[src/rtl/pipe_stage_reg_pkg.sv]
// rtl/pipe_stage_reg_pkg.sv - shared pipeline defines: stall encodings, bus width, stage indices, NOP payload
package pipe_stage_reg_pkg;

    // Per-stage stall encoding on the stall bus
    localparam logic STOP     = 1'b1;
    localparam logic NOT_STOP = 1'b0;

    // Stall bus width and the stage index of each pipeline register's upstream stage
    localparam int STALL_W   = 6;
    localparam int STAGE_PC  = 0;
    localparam int STAGE_IF  = 1;
    localparam int STAGE_ID  = 2;
    localparam int STAGE_EX  = 3;
    localparam int STAGE_MEM = 4;
    localparam int STAGE_WB  = 5;

    // Default payload loaded on reset, flush and bubble
    localparam int                 NOP_W   = 160;
    localparam logic [NOP_W-1:0]   NOP_DEF = '0;

    // Action taken by a pipeline register on a given edge (reset handled separately)
    typedef enum logic [1:0] {
        ACT_FLUSH   = 2'd0,
        ACT_BUBBLE  = 2'd1,
        ACT_ADVANCE = 2'd2,
        ACT_HOLD    = 2'd3
    } stage_act_e;

endpackage

[src/rtl/pipe_stage_reg_sat_counter.sv]
// rtl/pipe_stage_reg_sat_counter.sv - saturating hold-age counter with registered saturate flag
// Ports:
//   clk, rst      clock, synchronous active-low reset
//   clr, inc      clear (wins) / increment request
//   count         current count, saturates at all-ones
//   stuck         1 exactly when count is all-ones
module sat_counter #(
    parameter int CNT_W = 8
) (
    input  logic             clk,
    input  logic             rst,
    input  logic             clr,
    input  logic             inc,
    output logic [CNT_W-1:0] count,
    output logic             stuck
);

    localparam logic [CNT_W-1:0] CNT_MAX = '1;
    localparam logic [CNT_W-1:0] CNT_ONE = {{(CNT_W-1){1'b0}}, 1'b1};

    logic [CNT_W-1:0] count_nxt;

    always_comb begin
        count_nxt = count;
        if (clr) begin
            count_nxt = '0;
        end else if (inc && (count != CNT_MAX)) begin
            count_nxt = count + CNT_ONE;
        end
    end

    // stuck is derived from the next value so it updates on the same edge as count
    always_ff @(posedge clk) begin
        if (!rst) begin
            count <= '0;
            stuck <= 1'b0;
        end else begin
            count <= count_nxt;
            stuck <= (count_nxt == CNT_MAX);
        end
    end

endmodule

[src/rtl/pipe_stage_reg.sv]
// rtl/pipe_stage_reg.sv - pipeline register with stall/bubble/flush control and stall-age tracking
// Ports:
//   clk, rst                     clock, synchronous active-low reset
//   stall[STALL_W]               per-stage stall bus (STOP/NOT_STOP)
//   flush                        exception flush, discards the entry
//   in_valid/in_data/in_side/in_dbg    upstream slot contents
//   out_valid/out_data/out_side/out_dbg registered slot contents (out_side feeds back upstream)
//   hold_age, hold_stuck         consecutive hold cycles of the valid entry, saturated flag
module pipe_stage_reg
    import pipe_stage_reg_pkg::*;
#(
    parameter int                DATA_W  = 160,
    parameter int                SIDE_W  = 66,
    parameter int                DBG_W   = 32,
    parameter int                STALL_W = pipe_stage_reg_pkg::STALL_W,
    parameter int                STAGE   = STAGE_EX,
    parameter int                CNT_W   = 8,
    parameter logic [DATA_W-1:0] NOP_VAL = '0
) (
    input  logic               clk,
    input  logic               rst,
    input  logic [STALL_W-1:0] stall,
    input  logic               flush,
    input  logic               in_valid,
    input  logic [DATA_W-1:0]  in_data,
    input  logic [SIDE_W-1:0]  in_side,
    input  logic [DBG_W-1:0]   in_dbg,
    output logic               out_valid,
    output logic [DATA_W-1:0]  out_data,
    output logic [SIDE_W-1:0]  out_side,
    output logic [DBG_W-1:0]   out_dbg,
    output logic [CNT_W-1:0]   hold_age,
    output logic               hold_stuck
);

    logic       up;
    logic       dn;
    logic       unused_stall;
    logic       hold_valid;
    stage_act_e act;

    assign up = stall[STAGE];

    // The last stage has no downstream stage, so it can never be held from below
    generate
        if (STAGE == STALL_W - 1) begin : g_top_stage
            assign dn = NOT_STOP;
        end else begin : g_mid_stage
            assign dn = stall[STAGE+1];
        end
    endgenerate

    // Only two bits of the stall bus are meaningful to any one register
    assign unused_stall = ^stall;

    always_comb begin
        act = ACT_HOLD;
        if (flush) begin
            act = ACT_FLUSH;
        end else if ((up == STOP) && (dn == NOT_STOP)) begin
            act = ACT_BUBBLE;
        end else if (up == NOT_STOP) begin
            act = ACT_ADVANCE;
        end
    end

    always_ff @(posedge clk) begin
        if (!rst) begin
            out_valid <= 1'b0;
            out_data  <= NOP_VAL;
            out_side  <= '0;
            out_dbg   <= '0;
        end else begin
            case (act)
                ACT_FLUSH: begin
                    out_valid <= 1'b0;
                    out_data  <= NOP_VAL;
                    out_side  <= '0;
                    out_dbg   <= '0;
                end
                // Bubble keeps the upstream side-state circulating so a multicycle op can finish
                ACT_BUBBLE: begin
                    out_valid <= 1'b0;
                    out_data  <= NOP_VAL;
                    out_side  <= in_side;
                    out_dbg   <= in_dbg;
                end
                ACT_ADVANCE: begin
                    out_valid <= in_valid;
                    out_data  <= in_data;
                    out_side  <= '0;
                    out_dbg   <= in_dbg;
                end
                default: begin
                    out_side  <= in_side;
                end
            endcase
        end
    end

    // Age only grows while a real entry is held; every other case restarts it
    assign hold_valid = (act == ACT_HOLD) && out_valid;

    sat_counter #(
        .CNT_W (CNT_W)
    ) u_hold_age (
        .clk   (clk),
        .rst   (rst),
        .clr   (!hold_valid),
        .inc   (hold_valid),
        .count (hold_age),
        .stuck (hold_stuck)
    );

endmodule

[config.mk]
export PLATFORM = sky130hd
export DESIGN_NAME = pipe_stage_reg
export DESIGN_NICKNAME = d
export VERILOG_FILES = /design/src/rtl/pipe_stage_reg_pkg.sv /design/src/rtl/pipe_stage_reg_sat_counter.sv /design/src/rtl/pipe_stage_reg.sv
export SDC_FILE = /design/constraint.sdc
export NUM_CORES = 1
export LEC_CHECK = 0
export BUFFER_PORTS_ARGS = -buffer_cell sky130_fd_sc_hd__buf_2
export CAP_MARGIN = 20
export CORE_AREA = 10 10 199 201
export DETAILED_ROUTE_END_ITERATION = 10
export DIE_AREA = 0 0 209 211
export PLACE_DENSITY = 0.6
export SLEW_MARGIN = 20
export SYNTH_ARGS = -nofsm -noshare
export SYNTH_HDL_FRONTEND = slang
export SYNTH_HIERARCHICAL = 1
export SYNTH_SLANG_ARGS = --single-unit
[constraint.sdc]
create_clock -name clk -period 6.4 [get_ports clk]
set_clock_uncertainty 0.1 [all_clocks]
set_input_delay 0.64 -clock clk [delete_from_list [all_inputs] [get_ports clk]]
set_output_delay 0.64 -clock clk [all_outputs]
set_load 0.01 [all_outputs]
# Word level (Yosys, flattened, before mapping)
# Cells that the tools add are included.
word_totals:
  regBits: 268
  input_bits: 268
  wordCells: 31
classes:
  add_sub_neg: 1
  eq_ne: 5
  muxes: 8
  bitwise: 2
  n_reduce_logical: 9
op_table:
  columns: ["operator", "n"]
  rows:
  - ["one-hot mux 160 bit (2 select lines)", 1]
  - ["one-hot mux 32 bit (2 select lines)", 1]
  - ["2-to-1 mux 8 bit", 2]
  - ["adder 8 x 1 -> 8 bit (second input constant)", 1]
  - ["== test 8 bit (second input constant)", 1]
  - ["!= test 8 bit (second input constant)", 1]
  - ["== test 2 bit (second input constant)", 2]
  - ["2-to-1 mux 2 bit", 2]
  - ["nonzero test 2 bit", 2]
  - ["OR reduction 2 bit", 2]
  - ["logical AND 1 bit", 3]
  - ["OR reduction 3 bit", 1]
  - ["== test 2 x 1 -> 1 bit (second input constant)", 1]
  - ["zero test 2 bit", 1]
  - ["NOT 1 bit", 2]
  - ["one-hot mux 1 bit (2 select lines)", 1]
  - ["2-to-1 mux 1 bit", 1]

# Longest topological paths before layout
# Gate-level depths: netlist (run 1).
logic_depth:
  depth_word: 10
  mapped_depth: 11
  ltp_nobuf: 6

# Modules after synthesis
# Netlist (run 1), hierarchy kept.
modules_own_cells:
  columns: ["mod", "instances", "cells_each", "area_per_inst_um2"]
  rows:
  - ["pipe_stage_reg", 1, 1004, 10418.7]
  - ["sat_counter", 1, 57, 533.0]

# Least setup slack after synthesis (run 1)
# Ideal clock, no wire load.
synth_timing:
  kind: "input -> register"
  from: "input port stall[3]"
  to: "register u_hold_age.stuck"
  setup_time_ps: 103
  arrival_ps: 2288
  path_slack_ps: 3908
  cell_stages: 10
  n_path_buf: 4
  cell_sequence: "buf_6 -> buf_12 -> buf_4 -> buf_4 -> nand4b_1 -> inv_1 -> and3_1 -> a2111oi_0 -> o211ai_1 -> a2111oi_2"
synth_via:
  elab_chain_len: 9
synth_lines:
  columns: ["element", "line", "rtl"]
  rows:
  - ["from (decl)", "pipe_stage_reg.sv:22", "input logic [STALL_W-1:0] stall,"]
  - ["2-to-1 mux 1 bit / logical AND 1 bit (equally long branches)", "pipe_stage_reg.sv:62, pipe_stage_reg.sv:60", null]
  - ["2-to-1 mux 2 bit *", "pipe_stage_reg.sv:60", "end else if ((up == STOP) && (dn == NOT_STOP)) begin"]
  - ["2-to-1 mux 2 bit *", "pipe_stage_reg.sv:58", "if (flush) begin"]
  - ["== test 2 bit *", "pipe_stage_reg.sv:102", "assign hold_valid = (act == ACT_HOLD) && out_valid;"]
  - ["logical AND 1 bit *", "pipe_stage_reg.sv:102", null]
  - ["named net hold_valid", "pipe_stage_reg.sv:39", "logic hold_valid;"]
  - ["logical AND 1 bit", "pipe_stage_reg_sat_counter.sv:27", "end else if (inc && (count != CNT_MAX)) begin"]
  - ["2-to-1 mux 8 bit", "pipe_stage_reg_sat_counter.sv:27", null]
  - ["2-to-1 mux 8 bit *", "pipe_stage_reg_sat_counter.sv:25", "if (clr) begin"]
  - ["== test 8 bit *", "pipe_stage_reg_sat_counter.sv:39", "stuck <= (count_nxt == CNT_MAX);"]
  - ["to (signal assigned)", "pipe_stage_reg_sat_counter.sv:39", null]
  - ["to (decl)", "pipe_stage_reg_sat_counter.sv:15", "output logic stuck"]
# The timed path passes the listed nets; every way through them passes the cells marked *.
# A chain may end at the register's enable or synchronous reset.

# Final worst setup path (run 1)
layout_timing:
  from: "input port stall[4]"
  to: "register u_hold_age.stuck"
layout_via:
  elab_chain_len: 10
layout_lines:
  columns: ["element", "line"]
  rows:
  - ["NOT 1 bit *", "pipe_stage_reg.sv:60"]
  - ["logical AND 1 bit *", "pipe_stage_reg.sv:60"]
  - ["2-to-1 mux 2 bit *", "pipe_stage_reg.sv:60"]
  - ["2-to-1 mux 2 bit *", "pipe_stage_reg.sv:58"]
  - ["== test 2 bit *", "pipe_stage_reg.sv:102"]
  - ["logical AND 1 bit *", "pipe_stage_reg.sv:102"]
  - ["named net hold_valid", "pipe_stage_reg.sv:39"]
  - ["logical AND 1 bit", "pipe_stage_reg_sat_counter.sv:27"]
  - ["2-to-1 mux 8 bit", "pipe_stage_reg_sat_counter.sv:27"]
  - ["2-to-1 mux 8 bit *", "pipe_stage_reg_sat_counter.sv:25"]
  - ["== test 8 bit *", "pipe_stage_reg_sat_counter.sv:39"]
# Marked as above.

==> flow_summary.ini, run 1 <==
[pwr]
internal-power_uw = 2810
power_leakage_uw = 0.00639
combPwrFrac = 0.099
seqPwrFrac = 0.468
switching_share = 0.246
clkPwrFrac = 0.433
power_density_nw_per_um2 = 256
power_uw = 3720
ir_drop_mv = 0.192
netSwitchingPower_uw = 914

[route]
vias = 9284
drtPass1Iterations = 5
drt-initial-drc-count = 545
ant_nets = 0
drc = 0
viasPerCell = 4.60
routedWlPerCell_um = 19.0
routed_wl_um = 38300

[logic_synthesis]
synth_top_cell_by_area = dfxtp_1
synth_area_per_cell_sq_um = 10.3
synth_ff_type = dfxtp_1
yosys_warnings = 6
syn-num-nets = 1330
synth-seq-area-share = 0.490
synth_edf_count = 0
syn_area_sq_um = 11000
async_reset_ff_frac = 0
synth.ff_latch_count = 268
synth.area.top_cells = dfxtp_1 (49%), nand2b_1 (9.4%), nand3_2 (9.1%)
yosysUniqueCellTypes = 43
synth_most_common_cell = dfxtp_1
netlist_top_cells_count = dfxtp_1 (268), nand2b_1 (165), nand3_2 (100), a21oi_1 (98), a21oi_2 (97)
syn_inst = 1061
synth_top_area_frac = 0.490

[sta]
min_period_over_period = 0.372
fin_crit_ns = 2.38
finalSetupTns_ns = 0
relSlewSlack = 0.307
hold_viol = 0
rsz0062_at_grt = no
final-setup-viol-count = 0
worst_pin_slew_ns = 1.04
fmax_mhz = 421
drv_slew = 0

[finish]
layout.cells.non_filler = 2017
n_fill_cell = 3621
utilization = 0.410
drive_gt1_frac = 0.509
area_delta_synth_final_pct = 32.5
nNetsFinal = 1805

[die]
placeableCoreArea_sq_um = 35400
die_h_um = 211
rows = 69
die-width_um = 209
floorplan.initialDensity = 0.309
ioPinCount = 536
dieArea_sq_um = 44100

[placement]
place_hpwl_um = 28600
placed_cells = 1965
io_buffer_count = 531
place_congestion = 0.847

[grt]
grtUsageTotal = 0.162
antenna_found_initial = 6
gr-total-overflow = 0
grt_start_max_net_pins = 114
grt_first_pass_wirelength_um = 57300
grt_pass1_vias = 9459

[clock_tree]
cts_root_buf = clkbuf_16
cts_tree = built
post_cts_resized = 0
hold_buffers = 0
clk_latency_ns = 0.56
clk_path_buf_depth = 3
path_clk_slew_ns = 0.06
cts_num_sinks = 268
cts_setup_buffers = 0
numCtsBuffers = 30
h-tree-depth = 1

[worst_setup_path]
crit_arrival_ns = 2.73
worstSetupEndpointType = flop
crit_type = in -> reg
worst_ep_required_time_ns = 6.75
worstPathMaxFanout = 103
start_kind = primary input

[run_status]
status = finished clean

[flow_run]
cap_violations = 0

[hold_path]
hp-class = in -> reg
==> worst paths after layout <==
path | startpoint | to | slack [ns] | cells past startpoint
worst max-delay path | stall[4] | u_hold_age/stuck | 4.02 | 7
worst min-delay path | in_side[46] | out_side[46] | 0.18 | 2
worst max register to register | out_valid | u_hold_age/stuck | 4.31 | 6
worst min register to register | out_dbg[7] | out_dbg[7] | 0.36 | 2
==> through the flow <==
| stage | hold WS [ns] | area, sq um | setup slack (ns) |
|---|---|---|---|
| finish | 0.176 | 14500 | 4.02 |
| detailed placement | 0.350 | 13600 | 3.47 |
| CTS | 0.144 | 14500 | 4.05 |
| global placement | 0.346 | 13600 | 3.43 |
| floorplan | 0.383 | 11000 | 3.91 |
| global route | 0.155 | 14500 | 3.74 |
==> critical path, stage by stage <==
cell	delay (ns)
buf_8	0.51
nand4b_1	0.31
inv_1	0.24
a21oi_1	0.11
a2111oi_0	0.44
o211ai_1	0.20
a2111oi_2	0.24
==> placed cells by master (no fill, tap or decap), drive strengths merged, types with 2 or more instances in the layout <==
| cell type | instances |
|---|---|
| buf | 541 |
| dfxtp | 268 |
| nand3 | 197 |
| a21oi | 195 |
| nand2b | 165 |
| and2 | 66 |
| clkbuf | 42 |
| a21bo | 32 |
| clkinv | 8 |
| nor2 | 4 |
| nand2 | 4 |
| inv | 3 |
| o211ai | 3 |
| nand4 | 3 |
| o21ai | 3 |
| diode | 2 |
| nand4b | 2 |
| mux2i | 2 |
| and3 | 2 |
| a2111oi | 2 |
==> cell type report <==
cell class                      count  area (sq um)  area share
Antenna cell                        2          5.00    0.000345
Inverter                            3          11.3    0.000776
Tap cell                          461           577      0.0397
Clock inverter                      8          43.8     0.00302
Clock buffer                       42           867      0.0597
Sequential cell                   268          5370       0.370
Multi-Input combinational cell    692          4890       0.337
Timing Repair Buffer              541          2750       0.190
==> registers in the layout, summed over array words and instances (netlist names) <==
| register | count |
|---|---|
| out_dbg | 32 |
| out_data | 160 |
| u_hold_age/count | 8 |
| u_hold_age/stuck | 1 |
| out_valid | 1 |
| out_side | 66 |
==> power by group through the flow <==
stage	registers, uW	clock network (uW)	logic (uW)
2_1_floorplan	1800	0	197
3_3_place_gp	1780	0	367
3_5_place_dp	1780	0	372
4_1_cts	1740	1680	373
5_1_grt	1750	1730	404
6_report	1740	1610	367
==> per-layer routing <==
metal / GRT usage / wire length, um
met1: 0.176 / 14500
met2: 0.291 / 19700
met3: 0.0588 / 3110
met4: 0.0417 / 872
met5: 0 / 47
==> cells by family (layout without fill, tap and decap cells) <==
kind of cell / after synthesis / count (layout) / synth area share
AOI/OAI and AO/OA: 238 / 238 / 0.161
xor gates and xnor gates: 1 / 1 / 0.000800
adders and majority gates: 1 / 1 / 0.00114
buffers and inverters: 101 / 594 / 0.0639
DFF: 268 / 268 / 0.490
muxes: 2 / 2 / 0.00183
other: 0 / 2 / 0
and+or+nand+nor: 450 / 450 / 0.282
No activity file was read; power rests on OpenSTA's default activity.
==> inputs of run 2 (changes only) <==
--- a/config.mk
+++ b/config.mk
@@ -7,10 +7,10 @@
 export LEC_CHECK = 0
 export BUFFER_PORTS_ARGS = -buffer_cell sky130_fd_sc_hd__buf_2
 export CAP_MARGIN = 20
-export CORE_AREA = 10 10 199 201
+export CORE_AREA = 10 10 201 203
 export DETAILED_ROUTE_END_ITERATION = 10
-export DIE_AREA = 0 0 209 211
-export PLACE_DENSITY = 0.6
+export DIE_AREA = 0 0 211 213
+export PLACE_DENSITY = 0.59
 export SLEW_MARGIN = 20
 export SYNTH_ARGS = -nofsm -noshare
 export SYNTH_HDL_FRONTEND = slang
==> constraint.sdc (replaced) <==
create_clock -name clk -period 2.5 [get_ports clk]
set_clock_uncertainty 0.1 [all_clocks]
set_input_delay 0.25 -clock clk [delete_from_list [all_inputs] [get_ports clk]]
set_output_delay 0.25 -clock clk [all_outputs]
set_load 0.01 [all_outputs]
==> run 2 against run 1 <==
Net effect:
- sequential power grew to 2.6 times the previous value
- register-to-register slack worse by 3.8 ns
- non-clock buffer count up 264
- largest cell class is now non-clock buffers
- critical path depth grew 1
- utilization grew 6.9 points
- routed wire length is 13% higher
- die area rose by 1.9%
- final area grew 20%
- global-route usage grew 1.9 points
- first-iteration DRC count rose by 17%
- clock-buffer cell count is the same
==> flow_summary.ini, run 2 (synthesis gave the netlist of run 1 again) <==
[finish]
nNetsFinal = 2069
layout_common_cells = buf_2 (529), dfxtp_1 (268), dlygate4sd3_1 (261), nand2b_1 (164), nand3_2 (100)
final_common_cell = buf_2
top_regs = out_data (160), out_side (66), out_dbg (32)
drive_gt1_frac = 0.438
regMostFlops = out_data
largest_reg_flops = 160
utilization = 0.479
area_delta_synth_final_pct = 58.7

[sta]
min_period_over_period = 0.832
finalSetupTns_ns = 0
rsz0062_at_grt = no
fin_crit_ns = 2.08
timing.hold.ws_ns = 0.0676
relSlewSlack = 0.276
hold_viol = 0
worst_pin_slew_ns = 1.09
final-setup-viol-count = 0
drv_slew = 0
fmax_mhz = 481

[pwr]
power_leakage_uw = 0.00759
power_uw = 10500
ir_drop_mv = 0.439
power_density_nw_per_um2 = 602

[route]
drtPass1Iterations = 5
drt-initial-drc-count = 637
vias = 10500
ant_nets = 0
routedWlPerCell_um = 18.9
drc = 0
routed_wl_um = 43300
viasPerCell = 4.59

[clock_tree]
post_cts_resized = 0
cts_tree = built
h-tree-depth = 1
hold_buffers = 261
clk_path_buf_depth = 3
path_clk_slew_ns = 0.06
numCtsBuffers = 30
cts_setup_buffers = 0
cts_root_buf = clkbuf_16
clk_latency_ns = 0.55
cts_num_sinks = 268

[worst_setup_path]
worst-r2r-cell-count = 6
regToRegSetupSlack_ns = 0.50
r2r-start = out_valid
endpoint = u_hold_age/stuck
slowest_delay_ns = 0.57
r2r_end = u_hold_age/stuck
crit_chain = dlygate4sd3_1, buf_8, nand4b_1, inv_1, and3_1, a2111oi_0, o211ai_1, a2111oi_2
worstPathMaxFanout = 10
worst_path_max_delay_cell = dlygate4sd3_1
crit_type = in -> reg
worst_ep_required_time_ns = 2.85
worstSetupEndpointType = flop
crit_arrival_ns = 2.43
crit_start = stall[3]
start_kind = primary input

[placement]
place_hpwl_um = 29500
place_congestion = 0.882
io_buffer_count = 531

[die]
floorplan.initialDensity = 0.302
placeableCoreArea_sq_um = 36300
dieArea_sq_um = 44900
die_h_um = 213
rows = 70
ioPinCount = 536
die-width_um = 211

[hold_path]
hp-class = in -> reg

[flow_run]
cap_violations = 0

[grt]
gr-total-overflow = 0
grt_start_max_net_pins = 208
grt_first_pass_wirelength_um = 64800
antenna_found_initial = 5
grtUsageTotal = 0.181
grt_pass1_vias = 10800

[run_status]
status = finished clean
-- run 2: cell type report --
cell class              instances  area (sq um)
repair buffers                805          5470
well taps                     468           586
flip-flops and latches        268          5370
diodes                          3          7.51
clock buffers                  42           847
fillers                      3291         18900
clock inverters                14           205
inverters                       3          11.3
multi-input cells             692          4890
-- run 2: routing by layer --
metal,GRT usage,vias up,routed length [um]
met4,0.0882,6,2090
met5,0,-,39
met2,0.310,412,21500
met3,0.0642,95,3720
met1,0.195,4942,16000
li1,-,5086,-
-- run 2: report_power, final --
part           internal (uW)  switching (uW)
Sequential              4400            62.7
Combinational            683             640
Clock                   2880            1800
Total                   7960            2510
-- run 2: metrics by stage --
step	cells	setup slack, ns	area, sq um
final	2295	0.420	17400
after floorplan	1061	0.398	11000
after global routing	2294	0.230	17400
after CTS	2292	0.372	17400
after detailed placement	1975	0.393	13700
after global placement	1975	0.475	13700
-- run 2: worst min-delay path by stage --
stage	cells after the start	startpoint	to	slack, ns
2_1_floorplan	2	rst	u_hold_age/count[3]	0.26
3_3_place_gp	2	out_dbg[1]	out_dbg[1]	0.35
3_5_place_dp	2	out_data[90]	out_data[90]	0.35
4_1_cts	3	in_dbg[29]	out_dbg[29]	0.03
5_1_grt	3	in_dbg[29]	out_dbg[29]	0.06
6_report	3	in_dbg[29]	out_dbg[29]	0.07
-- run 2: worst max-delay path, delay by kind of cell --
kind	cells	cell delay, ns
AND/OR/NAND/NOR	2	0.42
buffers and inverters	3	0.89
AO/OA/AOI/OAI	3	0.86
